===== src/rtl/alu_mc.sv =====
// Multi-cycle ALU with a valid/ready handshake on both sides and a registered result and flags.
// Define ALU_MC_DIV_EN to build the restoring divider; without it DIV is reported as illegal.
module alu_mc #(
  parameter int WIDTH_DATA = 16
) (
  input  logic                  clk,
  input  logic                  rst_n,
  input  logic                  in_valid,
  output logic                  in_ready,
  input  logic [4:0]            op_code,
  input  logic [WIDTH_DATA-1:0] operand_a,
  input  logic [WIDTH_DATA-1:0] operand_b,
  output logic                  out_valid,
  input  logic                  out_ready,
  output logic [WIDTH_DATA-1:0] result,
  output logic                  flag_zero,
  output logic                  flag_carry,
  output logic                  flag_dbz,
  output logic                  flag_illegal
);

  localparam logic [4:0] OP_ADD  = 5'd4;
  localparam logic [4:0] OP_SUB  = 5'd5;
  localparam logic [4:0] OP_MUL  = 5'd6;
  localparam logic [4:0] OP_DIV  = 5'd7;
  localparam logic [4:0] OP_AND  = 5'd8;
  localparam logic [4:0] OP_NAND = 5'd9;
  localparam logic [4:0] OP_OR   = 5'd10;
  localparam logic [4:0] OP_XOR  = 5'd11;
  localparam logic [4:0] OP_CMP  = 5'd12;
  localparam logic [4:0] OP_NOT  = 5'd13;

`ifdef ALU_MC_DIV_EN
  typedef enum logic [1:0] {IDLE, DIV_RUN, DONE} state_t;
`else
  typedef enum logic [1:0] {IDLE, DONE} state_t;
`endif

  typedef struct packed {
    logic [WIDTH_DATA-1:0] value;
    logic                  zero;
    logic                  carry;
    logic                  dbz;
    logic                  illegal;
  } res_t;

  state_t state_q, state_d, acc_state;
  res_t   op_res, res_q;
  logic   accept;

  assign in_ready  = (state_q == IDLE) || ((state_q == DONE) && out_ready);
  assign accept    = in_valid && in_ready;
  assign out_valid = (state_q == DONE);

  assign result       = res_q.value;
  assign flag_zero    = res_q.zero;
  assign flag_carry   = res_q.carry;
  assign flag_dbz     = res_q.dbz;
  assign flag_illegal = res_q.illegal;

`ifdef ALU_MC_DIV_EN
  localparam int CNT_W = $clog2(WIDTH_DATA);

  logic                  go_div;
  logic [WIDTH_DATA-1:0] rem_q, quo_q, dvs_q, rem_d, quo_d;
  logic [CNT_W-1:0]      cnt_q;
  logic [WIDTH_DATA:0]   rem_sh, diff;
  logic                  div_last;

  // One restoring step: a borrow out of the trial subtraction means the quotient bit is 0.
  always_comb begin
    rem_sh   = {rem_q, quo_q[WIDTH_DATA-1]};
    diff     = rem_sh - {1'b0, dvs_q};
    rem_d    = diff[WIDTH_DATA] ? rem_sh[WIDTH_DATA-1:0] : diff[WIDTH_DATA-1:0];
    quo_d    = {quo_q[WIDTH_DATA-2:0], ~diff[WIDTH_DATA]};
    div_last = (cnt_q == CNT_W'(WIDTH_DATA - 1));
  end
`endif

  always_comb begin
    // NOTE: every output of a combinational block gets a default first so no path infers a latch.
    op_res = '0;
`ifdef ALU_MC_DIV_EN
    go_div = 1'b0;
`endif
    case (op_code)
      OP_ADD:  {op_res.carry, op_res.value} = {1'b0, operand_a} + {1'b0, operand_b};
      OP_SUB: begin
        op_res.value = operand_a - operand_b;
        op_res.carry = (operand_a < operand_b);
      end
      OP_MUL:  op_res.value = operand_a * operand_b;
`ifdef ALU_MC_DIV_EN
      OP_DIV: begin
        if (operand_b == '0) op_res.dbz = 1'b1;
        else                 go_div     = 1'b1;
      end
`endif
      OP_AND:  op_res.value = operand_a & operand_b;
      OP_NAND: op_res.value = ~(operand_a & operand_b);
      OP_OR:   op_res.value = operand_a | operand_b;
      OP_XOR:  op_res.value = operand_a ^ operand_b;
      OP_CMP: begin
        if (operand_a == operand_b)     op_res.value = '0;
        else if (operand_a > operand_b) op_res.value = WIDTH_DATA'(1);
        else                            op_res.value = '1;
      end
      OP_NOT:  op_res.value = ~operand_a;
      default: op_res.illegal = 1'b1;
    endcase
    op_res.zero = (op_res.value == '0);
  end

  always_comb begin
`ifdef ALU_MC_DIV_EN
    acc_state = go_div ? DIV_RUN : DONE;
`else
    acc_state = DONE;
`endif
    state_d = state_q;
    case (state_q)
      IDLE:    if (accept) state_d = acc_state;
`ifdef ALU_MC_DIV_EN
      DIV_RUN: if (div_last) state_d = DONE;
`endif
      DONE:    if (out_ready) state_d = accept ? acc_state : IDLE;
      default: state_d = IDLE;
    endcase
  end

  // NOTE: clocked state uses non-blocking assignments so every register samples pre-edge values.
  always_ff @(posedge clk or negedge rst_n) begin
    if (!rst_n) state_q <= IDLE;
    else        state_q <= state_d;
  end

  // Result registers only load on an accepted single-cycle op or the final divide step,
  // which keeps them stable while a result waits for out_ready.
  always_ff @(posedge clk or negedge rst_n) begin
    if (!rst_n) begin
      res_q <= '0;
`ifdef ALU_MC_DIV_EN
      rem_q <= '0;
      quo_q <= '0;
      dvs_q <= '0;
      cnt_q <= '0;
`endif
    end else begin
`ifdef ALU_MC_DIV_EN
      if (accept && go_div) begin
        rem_q <= '0;
        quo_q <= operand_a;
        dvs_q <= operand_b;
        cnt_q <= '0;
      end else if (state_q == DIV_RUN) begin
        rem_q <= rem_d;
        quo_q <= quo_d;
        cnt_q <= cnt_q + 1'b1;
        if (div_last)
          res_q <= '{value: quo_d, zero: (quo_d == '0), carry: 1'b0, dbz: 1'b0, illegal: 1'b0};
      end
      if (accept && !go_div) res_q <= op_res;
`else
      if (accept) res_q <= op_res;
`endif
    end
  end

endmodule


===== config.mk =====
export PLATFORM = sky130hd
export DESIGN_NAME = alu_mc
export DESIGN_NICKNAME = d
export VERILOG_FILES = /design/src/rtl/alu_mc.sv
export SDC_FILE = /design/constraint.sdc
export NUM_CORES = 1
export LEC_CHECK = 0
export ABC_AREA = 0
export CAP_MARGIN = 15
export CELL_PAD_IN_SITES_DETAIL_PLACEMENT = 2
export CELL_PAD_IN_SITES_GLOBAL_PLACEMENT = 2
export CORE_MARGIN = 10
export CORE_UTILIZATION = 29
export CTS_BUF_LIST = sky130_fd_sc_hd__clkbuf_8
export DETAILED_ROUTE_END_ITERATION = 7
export GPL_ROUTABILITY_DRIVEN = 0
export PLACE_DENSITY_LB_ADDON = 0.1
export SLEW_MARGIN = 20
export SYNTH_ARGS = -nofsm -noshare
export SYNTH_HDL_FRONTEND = slang
export SYNTH_SLANG_ARGS = --single-unit

===== constraint.sdc =====
create_clock -name clk -period 3 [get_ports clk]
set_input_delay 0.6 -clock clk [delete_from_list [all_inputs] [get_ports clk]]
set_output_delay 0.6 -clock clk [all_outputs]
set_load 0.02 [all_outputs]

# Yosys cells after proc, flatten, opt, wreduce, memory -nomap -nowiden
# Cells that the tools add are included.
[totals] regBits=21 latchBits=0 ram_bits=0 rom_bits=0 out_inout_bits=22 mem_count=0
[op_classes] add_sub_neg=2 multipliers=1 div=0 order_cmp=2 n_eq_ne=13 shifts=0 n_mux=9 n_bitwise=5 n_reduce_logical=7
[op_table] cell="case mux 16 bit (9 select lines)" count=1
[op_table] cell="two-way mux 16 bit" count=2
[op_table] cell="NOT 16 bit" count=2
[op_table] cell="== test 5 x 4 -> 1 bit (second input constant)" count=6
[op_table] cell="adder 16 x 16 -> 17 bit" count=1
[op_table] cell="bitwise AND 16 bit" count=1
[op_table] cell="== test 16 bit" count=1
[op_table] cell="greater-than comparator 16 bit" count=1
[op_table] cell="zero test 16 bit" count=1
[op_table] cell="less-than comparator 16 bit" count=1
[op_table] cell="multiplier 16 x 16 -> 16 bit" count=1
[op_table] cell="bitwise OR 16 bit" count=1
[op_table] cell="subtractor 16 bit" count=1
[op_table] cell="XOR 16 bit" count=1
[op_table] cell="== test 5 x 3 -> 1 bit (second input constant)" count=3
[op_table] cell="OR reduction 9 bit" count=1
[op_table] cell="two-way mux 2 bit" count=2
[op_table] cell="case mux 2 bit (2 select lines)" count=1
[op_table] cell="== test 2 x 1 -> 1 bit (second input constant)" count=1
[op_table] cell="logical AND 1 bit" count=2
[op_table] cell="zero test 2 bit" count=1
[op_table] cell="two-way mux 1 bit" count=2
[op_table] cell="!= test 2 x 1 -> 1 bit (second input constant)" count=1
[op_table] cell="!= test 2 bit (second input constant)" count=1
[op_table] cell="other kinds (3)" count=3

# Logic depth before layout (Yosys ltp)
# Gate-level depths: netlist (run 1).
[logic_depth] depth_word=7 ltp_mapped=23 ltp_nobuf=22

# Worst setup path after synthesis (run 1)
# No wires, ideal clock.
[synth_path] path_type="in2reg" startpoint="in operand_b[1]" endpoint="reg res_q, in the netlist flag_zero" t_arrival_ns=5.921 slack_ns=-3.016 cell_stages=21 path_buffers=1 cell_sequence="clkbuf_1 > clkinv_1 > nor2_1 > fa_1 > fa_1 > ha_1 > fa_1 > inv_1 > fa_1 > fa_1 > inv_1 > ha_1 > or2_2 > o22a_1 > o41a_1 > a21oi_1 > xor2_1 > o221ai_1 > a21o_1 > or4_1 > o31ai_1"
[synth_between] elab_chain_cells=5 elab_cells_between_ends=13
[synth_rtl] element="from (decl)" line="12" rtl="input logic [WIDTH_DATA-1:0] operand_b,"
[synth_rtl] element="parallel branches: the longest is 3 deep, another holds multiplier 16 x 16 -> 16 bit"
[synth_rtl] element="case mux 16 bit (9 select lines) (*)" line="86" rtl="case (op_code)"
[synth_rtl] element="zero test 16 bit (*)" line="111" rtl="op_res.zero = (op_res.value == '0);"
[synth_rtl] element="to (signal assigned)" line="164" rtl="if (accept) res_q <= op_res;"
[synth_rtl] element="to (decl)" line="48" rtl="res_t op_res, res_q;"
# Mark *: on every way between the ends.
# A chain may end at the register's enable or synchronous reset.

# Worst setup path after layout (run 1)
[layout_path] startpoint="in operand_b[6]" endpoint="reg res_q, in the netlist flag_zero"
# The elaborated chain is that of the path after synthesis.

==> summary.md, run 1 <==
| Metric | Value |
|---|---|
| Crit-path max FO | `5` |
| Pre-CTS WS | `-3.64 ns` |
| Most frequent cells in the layout | `buf_4, inv_1, nand2_1` |
| FMAX | `161 MHz` |
| Most common library cell in the layout ignoring fill and taps | `buf_4` |
| Initial antenna violation count | `0` |
| Period utilization | `2.07` |
| Violated checks | `setup timing` |
| H-tree levels | `1` |
| Number of DRC markers in iteration 0 | `525` |
| CP Class | `in2reg` |
| Final Cell Area | `12100 um^2` |
| Synth Register Bits | `20` |
| Area delta synth->final | `64.7%` |
| RSZ-0062 raised after global routing | `yes` |
| Synth Area per Inst | `7.85 um^2` |
| CTS clk-pin slew, worst paths | `0.08 ns` |
| Pleak | `5.74 nW` |
| Hold Buf Count CTS | `0` |
| Core area | `25000 um^2` |
| DP Wirelength | `30.7 mm` |
| Die height | `179 um` |
| CP startpoint | `operand_b[6]` |
| R2r startpoint | `state_q[0]$_DFFE_PN0P_` |
| Root Driver | `clkbuf_8` |
| Final WS setup | `-3.20 ns` |
| GRT overflow | `0` |
| Yosys cell types | `82` |
| Peak supply drop | `0.000711 V` |
| Final core occ | `0.484` |
| Port Buffers | `61` |
| Placed Area | `10400 um^2` |
| Routed len/inst | `26.6 um` |
| Final hold viol count | `0` |
| Hold Path Class | `reg2reg` |
| CP arrival | `6.38 ns` |
| DRT Pass-1 Iters | `4` |
| Vias | `8508` |
| Final hold slack | `0.484 ns` |
| Status | `finished with violations` |
| Total track usage | `0.242` |
| Vias in the first global route | `9604` |
| Vias per cell | `5.26` |
| CTS max path bufs | `2` |
| DIE WIDTH | `179 um` |
| Worst Min Path Start | `result[8]$_DFFE_PN0P_` |
| Setup_tns | `-31.22 ns` |
| Startpoint types | `primary input` |
| DRC viols | `0` |
| Final setup viols | `17` |
| EDFF count, synth | `0` |
| Clk sinks | `20` |
| Critical path, cell by cell | `buf_6 -> clkinvlp_4 -> buf_6 -> nor2_4 -> fa_1 -> fa_1 -> ha_2 -> fa_1 -> inv_1 -> fa_1 -> fa_1 -> inv_2 -> ha_4 -> or2_4 -> o22a_1 -> o41a_1 -> buf_6 -> a211oi_4 -> a21oi_2 -> xor2_2 -> a221oi_2 -> nand4_1 -> o31ai_2` |
| Largest net degree at the start of global routing | `21` |
| CP max-delay cell | `fa_1` |
| Worst skew pair latency | `0.26 ns` |
| Synth Net Count | `1157` |
| Slew Limit Headroom | `0.335` |
| Die area | `32100 um^2` |
| Clk_skew | `0.00179 ns` |
| Sequential-to-total area share from yosys stat | `0.0680` |
| Nets@finish | `1510` |
| Yosys warns | `0` |
| Max stage delay on crit path | `0.57 ns` |
| IO Count | `63` |
| Minimum clock period | `6.20 ns` |
| Final std cells w/o fill | `1619` |
| PD cells | `793 nW/um^2` |
| Synth Cell Area | `7360 um^2` |
| Top FF cell, synth | `dfrtp_1` |
| Global-route wire length before repair | `59.1 mm` |
| Layout cells sized above 1 | `0.437` |
| CP Capture Type | `register` |
| Diode count | `0` |
| Slew Limit Fails | `0` |
| Most frequent CP cell | `fa_1` |
| Total power | `9.61 mW` |
| Actual slew at the worst max-slew pin | `0.995 ns` |
| Req. time, crit path | `3.18 ns` |
| CTS tree | `done` |
| Routed Antenna Nets | `0` |
| Row cnt | `58` |
| Post-Syn Instances | `937` |
| Max_cap viols | `0` |
| Cells after DPL | `1555` |
| Asr flop ratio synth | `1.00` |
| Inserted Clock Buffers | `3` |
| WL final | `43.1 mm` |
| Initial Utilization | `0.294` |
[flip-flops by register name, indices dropped and copies added (netlist names)]
| name | cells |
|---|---|
| flag_carry | 1 |
| flag_zero | 1 |
| flag_illegal | 1 |
| result | 16 |
| state_q | 1 |
[synthesized netlist by cell type (6+ instances only)]
| cell type | number | area share |
|---|---|---|
| inv_1 | 158 | 0.081 |
| nor2_1 | 104 | 0.053 |
| ha_1 | 97 | 0.16 |
| nand2_1 | 95 | 0.048 |
| fa_1 | 82 | 0.22 |
| a21oi_1 | 43 | 0.029 |
| xnor2_1 | 37 | 0.044 |
| nand2b_1 | 31 | 0.026 |
| o21ai_0 | 24 | 0.016 |
| dfrtp_1 | 20 | 0.068 |
| clkbuf_1 | 15 | 0.0077 |
| a31oi_1 | 13 | 0.011 |
| nor3_1 | 13 | 0.0088 |
| a211oi_1 | 12 | 0.012 |
| buf_2 | 11 | 0.0075 |
| a21o_1 | 10 | 0.010 |
| nand3_1 | 10 | 0.0068 |
| xor2_1 | 10 | 0.012 |
| a221oi_1 | 8 | 0.0095 |
| mux2i_1 | 8 | 0.011 |
| o221ai_1 | 8 | 0.0095 |
| buf_4 | 6 | 0.0061 |
| o21bai_1 | 6 | 0.0061 |
| o22ai_1 | 6 | 0.0051 |
| or3_1 | 6 | 0.0051 |
[worst max-delay path: cells and delay by family]
family,cells,cell delay (ns)
AND/OR/NAND/NOR,3,0.50
AO/OA/AOI/OAI,6,1.41
adder cells (fa/ha/maj),7,2.93
buffers and inverters,6,0.70
XOR/XNOR,1,0.23
[report_power, final]
part           total [mW]  switching, mW  internal [mW]
registers           0.313         0.0161          0.297
logic                9.08           4.95           4.13
clock network       0.214         0.0974          0.117
total                9.61           5.06           4.55
[logic make-up after synthesis]
| family | count (synthesis) | share of synthesized area |
|---|---|---|
| AOI/OAI and AO/OA | 189 | 0.181 |
| and+or+nand+nor | 289 | 0.180 |
| buffers and inverters | 201 | 0.109 |
| DFF | 20 | 0.0680 |
| adders and majority gates | 179 | 0.388 |
| other | 1 | 0.000510 |
| xor gates and xnor gates | 49 | 0.0612 |
| muxes | 9 | 0.0124 |
[timing repair]
action | 4_1_cts | 5_1_grt
setup endpoints to repair | 18 | 18
resized for setup | 243 | 133
pin swaps | 74 | 93
buffers inserted | 40 | 28
endpoints found under the hold margin | 0 | 0
[area by class of cell]
cell class	count	area, um^2
fillers	2705	12900
multi-input cells	716	7120
repair buffers	384	3320
inverters	165	706
flip-flops and latches	20	500
well taps	330	413
clock buffers	4	55.1
[path summary, 6_finish.rpt]
check / to / slack, ns / cells past startpoint
max: flag_zero$_DFFE_PN0P_ / -3.20 / 23
min: result[8]$_DFFE_PN0P_ / 0.48 / 1
max reg2reg: flag_zero$_DFFE_PN0P_ / 0.57 / 9
min reg2reg: result[8]$_DFFE_PN0P_ / 0.48 / 1
max in group asynchronous: result[15]$_DFFE_PN0P_ / 1.52 / 1
min in group asynchronous: result[0]$_DFFE_PN0P_ / 0.88 / 1
[metal layers]
metal	GRT usage	wire length (um)
met4	0.0530	1620
met5	0	0
met2	0.440	22000
met1	0.304	18000
met3	0.0209	1470
Note: power is estimated with default switching activity, not from simulation.
==> run 2: changes to the inputs <==
--- a/config.mk
+++ b/config.mk
@@ -14,7 +14,8 @@
 export CTS_BUF_LIST = sky130_fd_sc_hd__clkbuf_8
 export DETAILED_ROUTE_END_ITERATION = 7
 export GPL_ROUTABILITY_DRIVEN = 0
-export PLACE_DENSITY_LB_ADDON = 0.1
+export HOLD_SLACK_MARGIN = 0.03
+export PLACE_DENSITY = 0.66
 export SLEW_MARGIN = 20
 export SYNTH_ARGS = -nofsm -noshare
 export SYNTH_HDL_FRONTEND = slang
==> run 2 against run 1 <==
Against the previous run:
- the run still ends with setup timing left
- via count grew 1.7%
- clock power is essentially flat
- count of clock-buffer cells in the layout is the same
- power shrank 8.6%
- cell area shrank 1.8%
- final cell count shrank 0.93%
==> summary.md, run 2 (synthesis gave the netlist of run 1 again) <==
| Metric | Value |
|---|---|
| DIE WIDTH | `179 um (unchanged)` |
| Global-route wire length before repair | `60.9 mm (+3.0%)` |
| Min-Delay Path Depth | `1 (unchanged)` |
| R2r startpoint | `state_q[0]$_DFFE_PN0P_` |
| Pleak | `5.65 nW (-1.6%)` |
| DRT Pass-1 Iters | `5 (+1)` |
| Placed Area | `10400 um^2 (+0.19%)` |
| Peak supply drop | `0.000591 V (-17%)` |
| Sink of the worst hold path | `result[7]$_DFFE_PN0P_` |
| Final std cells w/o fill | `1604 (-0.93%)` |
| Status | `finished with violations` |
| DRC viols | `0 (unchanged)` |
| Die height | `179 um (unchanged)` |
| Nets@finish | `1495 (-0.99%)` |
| Hold Buf Count CTS | `0 (unchanged)` |
| Initial antenna violation count | `0 (unchanged)` |
| Actual slew at the worst max-slew pin | `0.990 ns (-0.00506 ns)` |
| Reg2Reg Depth | `9 (unchanged)` |
| Vias per cell | `5.40 (+2.7%)` |
| Diode count | `0 (unchanged)` |
| Crit-path max FO | `6 (+1)` |
| Clk sinks | `20 (unchanged)` |
| Die area | `32100 um^2 (unchanged)` |
| Slew Limit Headroom | `0.338 (+0.00339)` |
| FMAX | `166 MHz (+3.3%)` |
| IO Count | `63 (unchanged)` |
| WL final | `42.8 mm (-0.70%)` |
| CP delay by family, top | `adder cells` |
| Period utilization | `2.00 (-0.0654)` |
| Inserted Clock Buffers | `3 (unchanged)` |
| Slew Limit Fails | `0 (unchanged)` |
| Minimum clock period | `6.01 ns (-0.196 ns)` |
| Max stage delay on crit path | `0.56 ns (about the same)` |
| Initial Utilization | `0.294 (unchanged)` |
| Final WS setup | `-3.01 ns (+0.196 ns)` |
| Final hold viol count | `0 (unchanged)` |
| Largest net degree at the start of global routing | `34 (+62%)` |
| Routed Antenna Nets | `0 (unchanged)` |
| H-tree levels | `1 (unchanged)` |
| CP max-delay cell | `fa_1` |
| Layout cells sized above 1 | `0.408 (-0.0286)` |
| Routed len/inst | `26.7 um (+0.23%)` |
| Capturing point of the worst reg2reg path | `flag_zero$_DFFE_PN0P_` |
| Root Driver | `clkbuf_8` |
| PD cells | `739 nW/um^2 (-6.9%)` |
| Number of DRC markers in iteration 0 | `461 (-12%)` |
| Hold Path Class | `reg2reg` |
| RSZ-0062 raised after global routing | `yes` |
| Reg2reg setup slack | `0.44 ns (-0.13 ns)` |
| Worst skew pair latency | `0.26 ns (about the same)` |
| CP Class | `in2reg` |
| Final setup viols | `17 (unchanged)` |
| Most common library cell in the layout ignoring fill and taps | `buf_4` |
| DP Wirelength | `31.0 mm (+0.77%)` |
| Startpoint types | `primary input` |
| CP Capture Type | `register` |
| Worst Min Path Start | `result[7]$_DFFE_PN0P_` |
| Critical path, cell by cell | `buf_6 -> clkinvlp_4 -> nor2_2 -> fa_1 -> fa_1 -> ha_2 -> fa_1 -> inv_1 -> fa_1 -> fa_1 -> inv_2 -> ha_4 -> or2_4 -> o22a_1 -> o41a_1 -> buf_4 -> a211oi_4 -> a21oi_2 -> xor2_2 -> a221oi_2 -> nand4_1 -> o31ai_4` |
| Total track usage | `0.251 (+0.00882)` |
| Row cnt | `58 (unchanged)` |
| Pre-CTS WS | `-3.87 ns (-0.228 ns)` |
| Total power | `8.79 mW (-8.6%)` |
| Worst path bufs/invs | `5 (-1)` |
| GRT overflow | `0 (unchanged)` |
| CTS max path bufs | `2 (unchanged)` |
| Area delta synth->final | `61.6%` |
| Vias in the first global route | `9993 (+4.1%)` |
| CP arrival | `6.18 ns (-0.20 ns)` |
| Most frequent CP cell | `fa_1` |
| Port Buffers | `61 (unchanged)` |
| Clk_skew | `0.00197 ns (+0.000182 ns)` |
| Max_cap viols | `0 (unchanged)` |
| Violated checks | `setup timing` |
| Number of flip-flops in the largest register | `16 (unchanged)` |
| Final Cell Area | `11900 um^2 (-1.8%)` |
| Vias | `8656 (+1.7%)` |
| Final core occ | `0.475 (-0.00895)` |
| Most frequent cells in the layout | `buf_4, inv_1, nand2_1` |
| Cells after DPL | `1556 (+0.064%)` |
| Core area | `25000 um^2 (unchanged)` |
| CTS tree | `done` |
| CTS clk-pin slew, worst paths | `0.08 ns (about the same)` |
| Req. time, crit path | `3.17 ns (about the same)` |
run 2: layout make-up:
cell class / count / area [um^2]
repair buffers: 369 / 3210
multi-input cells: 716 / 7020
fillers: 2723 / 13100
well taps: 330 / 413
inverters: 165 / 693
flip-flops and latches: 20 / 500
clock buffers: 4 / 55.1
run 2: report_power, final:
part,switching (mW),total (mW),internal [mW]
Clock,0.0961,0.213,0.117
Sequential,0.0191,0.316,0.297
Combinational,4.55,8.26,3.71
Total,4.66,8.79,4.12
run 2: worst max path at each step:
stage                  from                    end  slack (ns)  depth (start not counted)
3_5_place_dp   operand_a[5]  flag_zero$_DFFE_PN0P_       -3.87                         22
3_3_place_gp   operand_b[4]  flag_zero$_DFFE_PN0P_       -3.48                         24
5_1_grt        operand_a[5]  flag_zero$_DFFE_PN0P_       -3.15                         22
2_1_floorplan  operand_b[1]  flag_zero$_DFFE_PN0P_       -2.49                         23
4_1_cts        operand_b[6]  flag_zero$_DFFE_PN0P_       -2.84                         23
6_report       operand_a[5]  flag_zero$_DFFE_PN0P_       -3.01                         22
run 2: worst register-to-register path: stages, from the launching register on:
cell and delay, ns:
dfrtp_1 0.38, nand2b_1 0.10, and2_1 0.17, o211a_1 0.16, nand4_2 0.12, nor3_1 0.25
nand2_1 0.10, a2111o_1 0.39, or4_4 0.56, o31ai_4 0.24
run 2: repair_timing:
item                                    in CTS  in global routing
buffers inserted                            40                  9
hold endpoints to repair                     0                  0
pin swaps                                   92                 46
gates resized for setup                    270                 67
endpoints found under the setup margin      17                 17
run 2: per-stage QoR:
step,setup TNS (ns),hold WS [ns]
floorplan,-22.22,0.304
global placement,-42.69,0.463
detailed placement,-45.28,0.474
CTS,-29.28,0.492
global route,-32.92,0.523
finish,-31.04,0.505
run 2: routing by layer:
| metal | share of wire | wire length, um | track usage | vias to the layer above |
|---|---|---|---|---|
| met5 | 0 | 0 | 0 | - |
| met4 | 0.036 | 1520 | 0.0892 | 0 |
| met3 | 0.042 | 1800 | 0.0329 | 95 |
| met2 | 0.52 | 22200 | 0.451 | 295 |
| met1 | 0.40 | 17300 | 0.299 | 4502 |
| li1 | - | - | - | 3764 |
==> run 3: changes to the inputs <==
--- a/config.mk
+++ b/config.mk
@@ -16,6 +16,7 @@
 export GPL_ROUTABILITY_DRIVEN = 0
 export HOLD_SLACK_MARGIN = 0.03
 export PLACE_DENSITY = 0.66
+export REMOVE_ABC_BUFFERS = 1
 export SLEW_MARGIN = 20
 export SYNTH_ARGS = -nofsm -noshare
 export SYNTH_HDL_FRONTEND = slang
==> run 3 against run 2 <==
Against the previous run:
- the flow still finishes with violations (setup timing)
- critical path depth grew 2
- count of clock-buffer cells in the layout is the same
- first-iteration DRC count grew 46%
- fmax shrank 0.23%
- clock skew grew 0.0034 ns
- cell area grew 1.8%
- global-route usage grew 1.3 points
- power grew 4.7%
- wire length grew 10%
- largest power group unchanged
==> summary.md, run 3 (synthesis gave the netlist of run 1 again) <==
| Metric | Value |
|---|---|
| Period utilization | `2.01 (+0.00461)` |
| Initial Utilization | `0.294 (unchanged)` |
| Slew Limit Headroom | `0.363 (+0.0248)` |
| Final hold slack | `0.512 ns (+0.00661 ns)` |
| Total power | `9.20 mW (+4.7%)` |
| Most frequent CP cell | `fa_1` |
| Inserted Clock Buffers | `3 (unchanged)` |
| Grt met3 use | `0.0299 (-0.00295)` |
| Final core occ | `0.483 (+0.00850)` |
| CP Capture Type | `register` |
| FMAX | `166 MHz (-0.23%)` |
| Routed len/inst | `29.2 um (+9.7%)` |
| WL final | `47.2 mm (+10%)` |
| Max_cap viols | `0 (unchanged)` |
| GRT overflow | `0 (unchanged)` |
| Nets@finish | `1504 (+0.60%)` |
| Hold Path Class | `reg2reg` |
| Area delta synth->final | `64.5%` |
| Sink of the worst hold path | `result[2]$_DFFE_PN0P_` |
| Capturing point of the worst reg2reg path | `flag_zero$_DFFE_PN0P_` |
| Number of flip-flops in the largest register | `16 (unchanged)` |
| Final hold viol count | `0 (unchanged)` |
| Slew Limit Fails | `0 (unchanged)` |
| Met2 GRT Util | `0.491 (+0.0397)` |
| GRT busiest layer | `met2` |
| Worst Min Path Start | `result[2]$_DFFE_PN0P_` |
| Req. time, crit path | `3.18 ns (about the same)` |
| Final setup viols | `17 (unchanged)` |
| CP arrival | `6.20 ns (+0.02 ns)` |
| DRT Pass-1 Iters | `5 (unchanged)` |
| Vias in the first global route | `10105 (+1.1%)` |
| Reg2reg setup slack | `0.62 ns (+0.18 ns)` |
| Startpoint types | `primary input` |
| RSZ-0062 raised after global routing | `yes` |
| PD cells | `760 nW/um^2 (+2.9%)` |
| Die area | `32100 um^2 (unchanged)` |
| CP max-delay cell | `fa_1` |
| H-tree levels | `1 (unchanged)` |
| Max stage delay on crit path | `0.56 ns (about the same)` |
| Die height | `179 um (unchanged)` |
| Critical path, cell by cell | `buf_4 -> inv_4 -> buf_6 -> buf_6 -> nor2_4 -> fa_1 -> inv_2 -> fa_1 -> inv_2 -> fa_1 -> fa_1 -> fa_1 -> inv_2 -> fa_1 -> inv_2 -> ha_4 -> buf_6 -> o21a_1 -> nor2_2 -> a21oi_2 -> xor2_2 -> a221oi_2 -> nand4_1 -> o31ai_2` |
| Vias per cell | `5.53 (+2.4%)` |
| Worst skew pair latency | `0.27 ns (about the same)` |
| Global-route wire length before repair | `63.7 mm (+4.6%)` |
| DRC viols | `0 (unchanged)` |
| Clk_skew | `0.00537 ns (+0.00340 ns)` |
| DIE WIDTH | `179 um (unchanged)` |
| Most common library cell in the layout ignoring fill and taps | `buf_4` |
| CTS max path bufs | `2 (unchanged)` |
| Port Buffers | `61 (unchanged)` |
| Final WS setup | `-3.02 ns (-0.0138 ns)` |
| Clk sinks | `20 (unchanged)` |
| Pleak | `5.73 nW (+1.3%)` |
| Vias | `8915 (+3.0%)` |
| Total track usage | `0.264 (+0.0130)` |
| DP Wirelength | `31.4 mm (+1.5%)` |
| CTS clk-pin slew, worst paths | `0.08 ns (about the same)` |
| CP Class | `in2reg` |
| Most frequent cells in the layout | `buf_4, inv_1, nand2_1` |
| Number of DRC markers in iteration 0 | `675 (+46%)` |
| Min-Delay Path Depth | `2 (+1)` |
| Setup_tns | `-30.64 ns (+0.403 ns)` |
| Diode count | `0 (unchanged)` |
| Fillers | `2728 (+0.18%)` |
| IO Count | `63 (unchanged)` |
| Layout cells sized above 1 | `0.436 (+0.0283)` |
| Row cnt | `58 (unchanged)` |
| Violated checks | `setup timing` |
| R2r startpoint | `state_q[0]$_DFFE_PN0P_` |
| Peak supply drop | `0.000594 V (+0.59%)` |
| Initial antenna violation count | `0 (unchanged)` |
| Pre-CTS WS | `-3.83 ns (+0.0376 ns)` |
| CTS tree | `done` |
| Met1 GRT Util | `0.298 (-0.00134)` |
| Routed Antenna Nets | `0 (unchanged)` |
| Core area | `25000 um^2 (unchanged)` |
| Reg2Reg Depth | `9 (unchanged)` |
| Largest net degree at the start of global routing | `21 (-38%)` |
| Root Driver | `clkbuf_8` |
| Actual slew at the worst max-slew pin | `0.953 ns (-0.0371 ns)` |
| Status | `finished with violations` |
| Crit-path max FO | `3 (-3)` |
| Minimum clock period | `6.02 ns (+0.0138 ns)` |
run 3: final cells by class:
type | count | area, um^2 | area share
clock buffer | 4 | 55.1 | 0.00455
sequential | 20 | 500 | 0.0414
timing repair buffer | 378 | 3340 | 0.276
tap | 330 | 413 | 0.0341
inverter | 165 | 672 | 0.0555
multi-input combinational | 716 | 7120 | 0.588
run 3: metal layers:
metal  vias up  part of all wire
met3       145             0.041
met5         -                 0
met4         0             0.055
met1      4634              0.38
li1       3790                 -
met2       346              0.52
run 3: how the worst max path moves through the flow:
| stage | end | start | depth (start not counted) | slack [ns] |
|---|---|---|---|---|
| 6_report | flag_zero$_DFFE_PN0P_ | operand_a[7] | 24 | -3.02 |
| 2_1_floorplan | flag_zero$_DFFE_PN0P_ | operand_b[2] | 20 | -2.73 |
| 3_5_place_dp | flag_zero$_DFFE_PN0P_ | operand_a[4] | 23 | -3.83 |
| 3_3_place_gp | flag_zero$_DFFE_PN0P_ | operand_b[1] | 21 | -3.65 |
| 5_1_grt | flag_zero$_DFFE_PN0P_ | operand_a[7] | 24 | -3.07 |
| 4_1_cts | flag_zero$_DFFE_PN0P_ | operand_a[4] | 24 | -2.89 |
run 3: through the flow:
step / area, um^2 / instances
final: 12100 / 1613
after global routing: 12100 / 1613
after CTS: 11500 / 1600
after global placement: 10200 / 1551
after detailed placement: 10200 / 1551
after floorplan: 7180 / 901
run 3: what timing repair did:
action,CTS,global route
pin swaps,92,80
endpoints found under the hold margin,0,0
setup endpoints to repair,18,17
resized for setup,342,122
buffers inserted,54,18
hold buffers,0,0
run 3: where the power goes:
| group | switching (mW) | internal [mW] |
|---|---|---|
| Sequential | 0.0182 | 0.297 |
| Combinational | 4.61 | 4.06 |
| Clock | 0.0984 | 0.117 |
run 3: critical path: cells and delay by family:
family	cells	cell delay (ns)
AO/OA/AOI/OAI	4	0.76
adder cells (fa/ha/maj)	7	3.39
XOR/XNOR	1	0.16
AND/OR/NAND/NOR	3	0.41
buffers and inverters	9	0.85
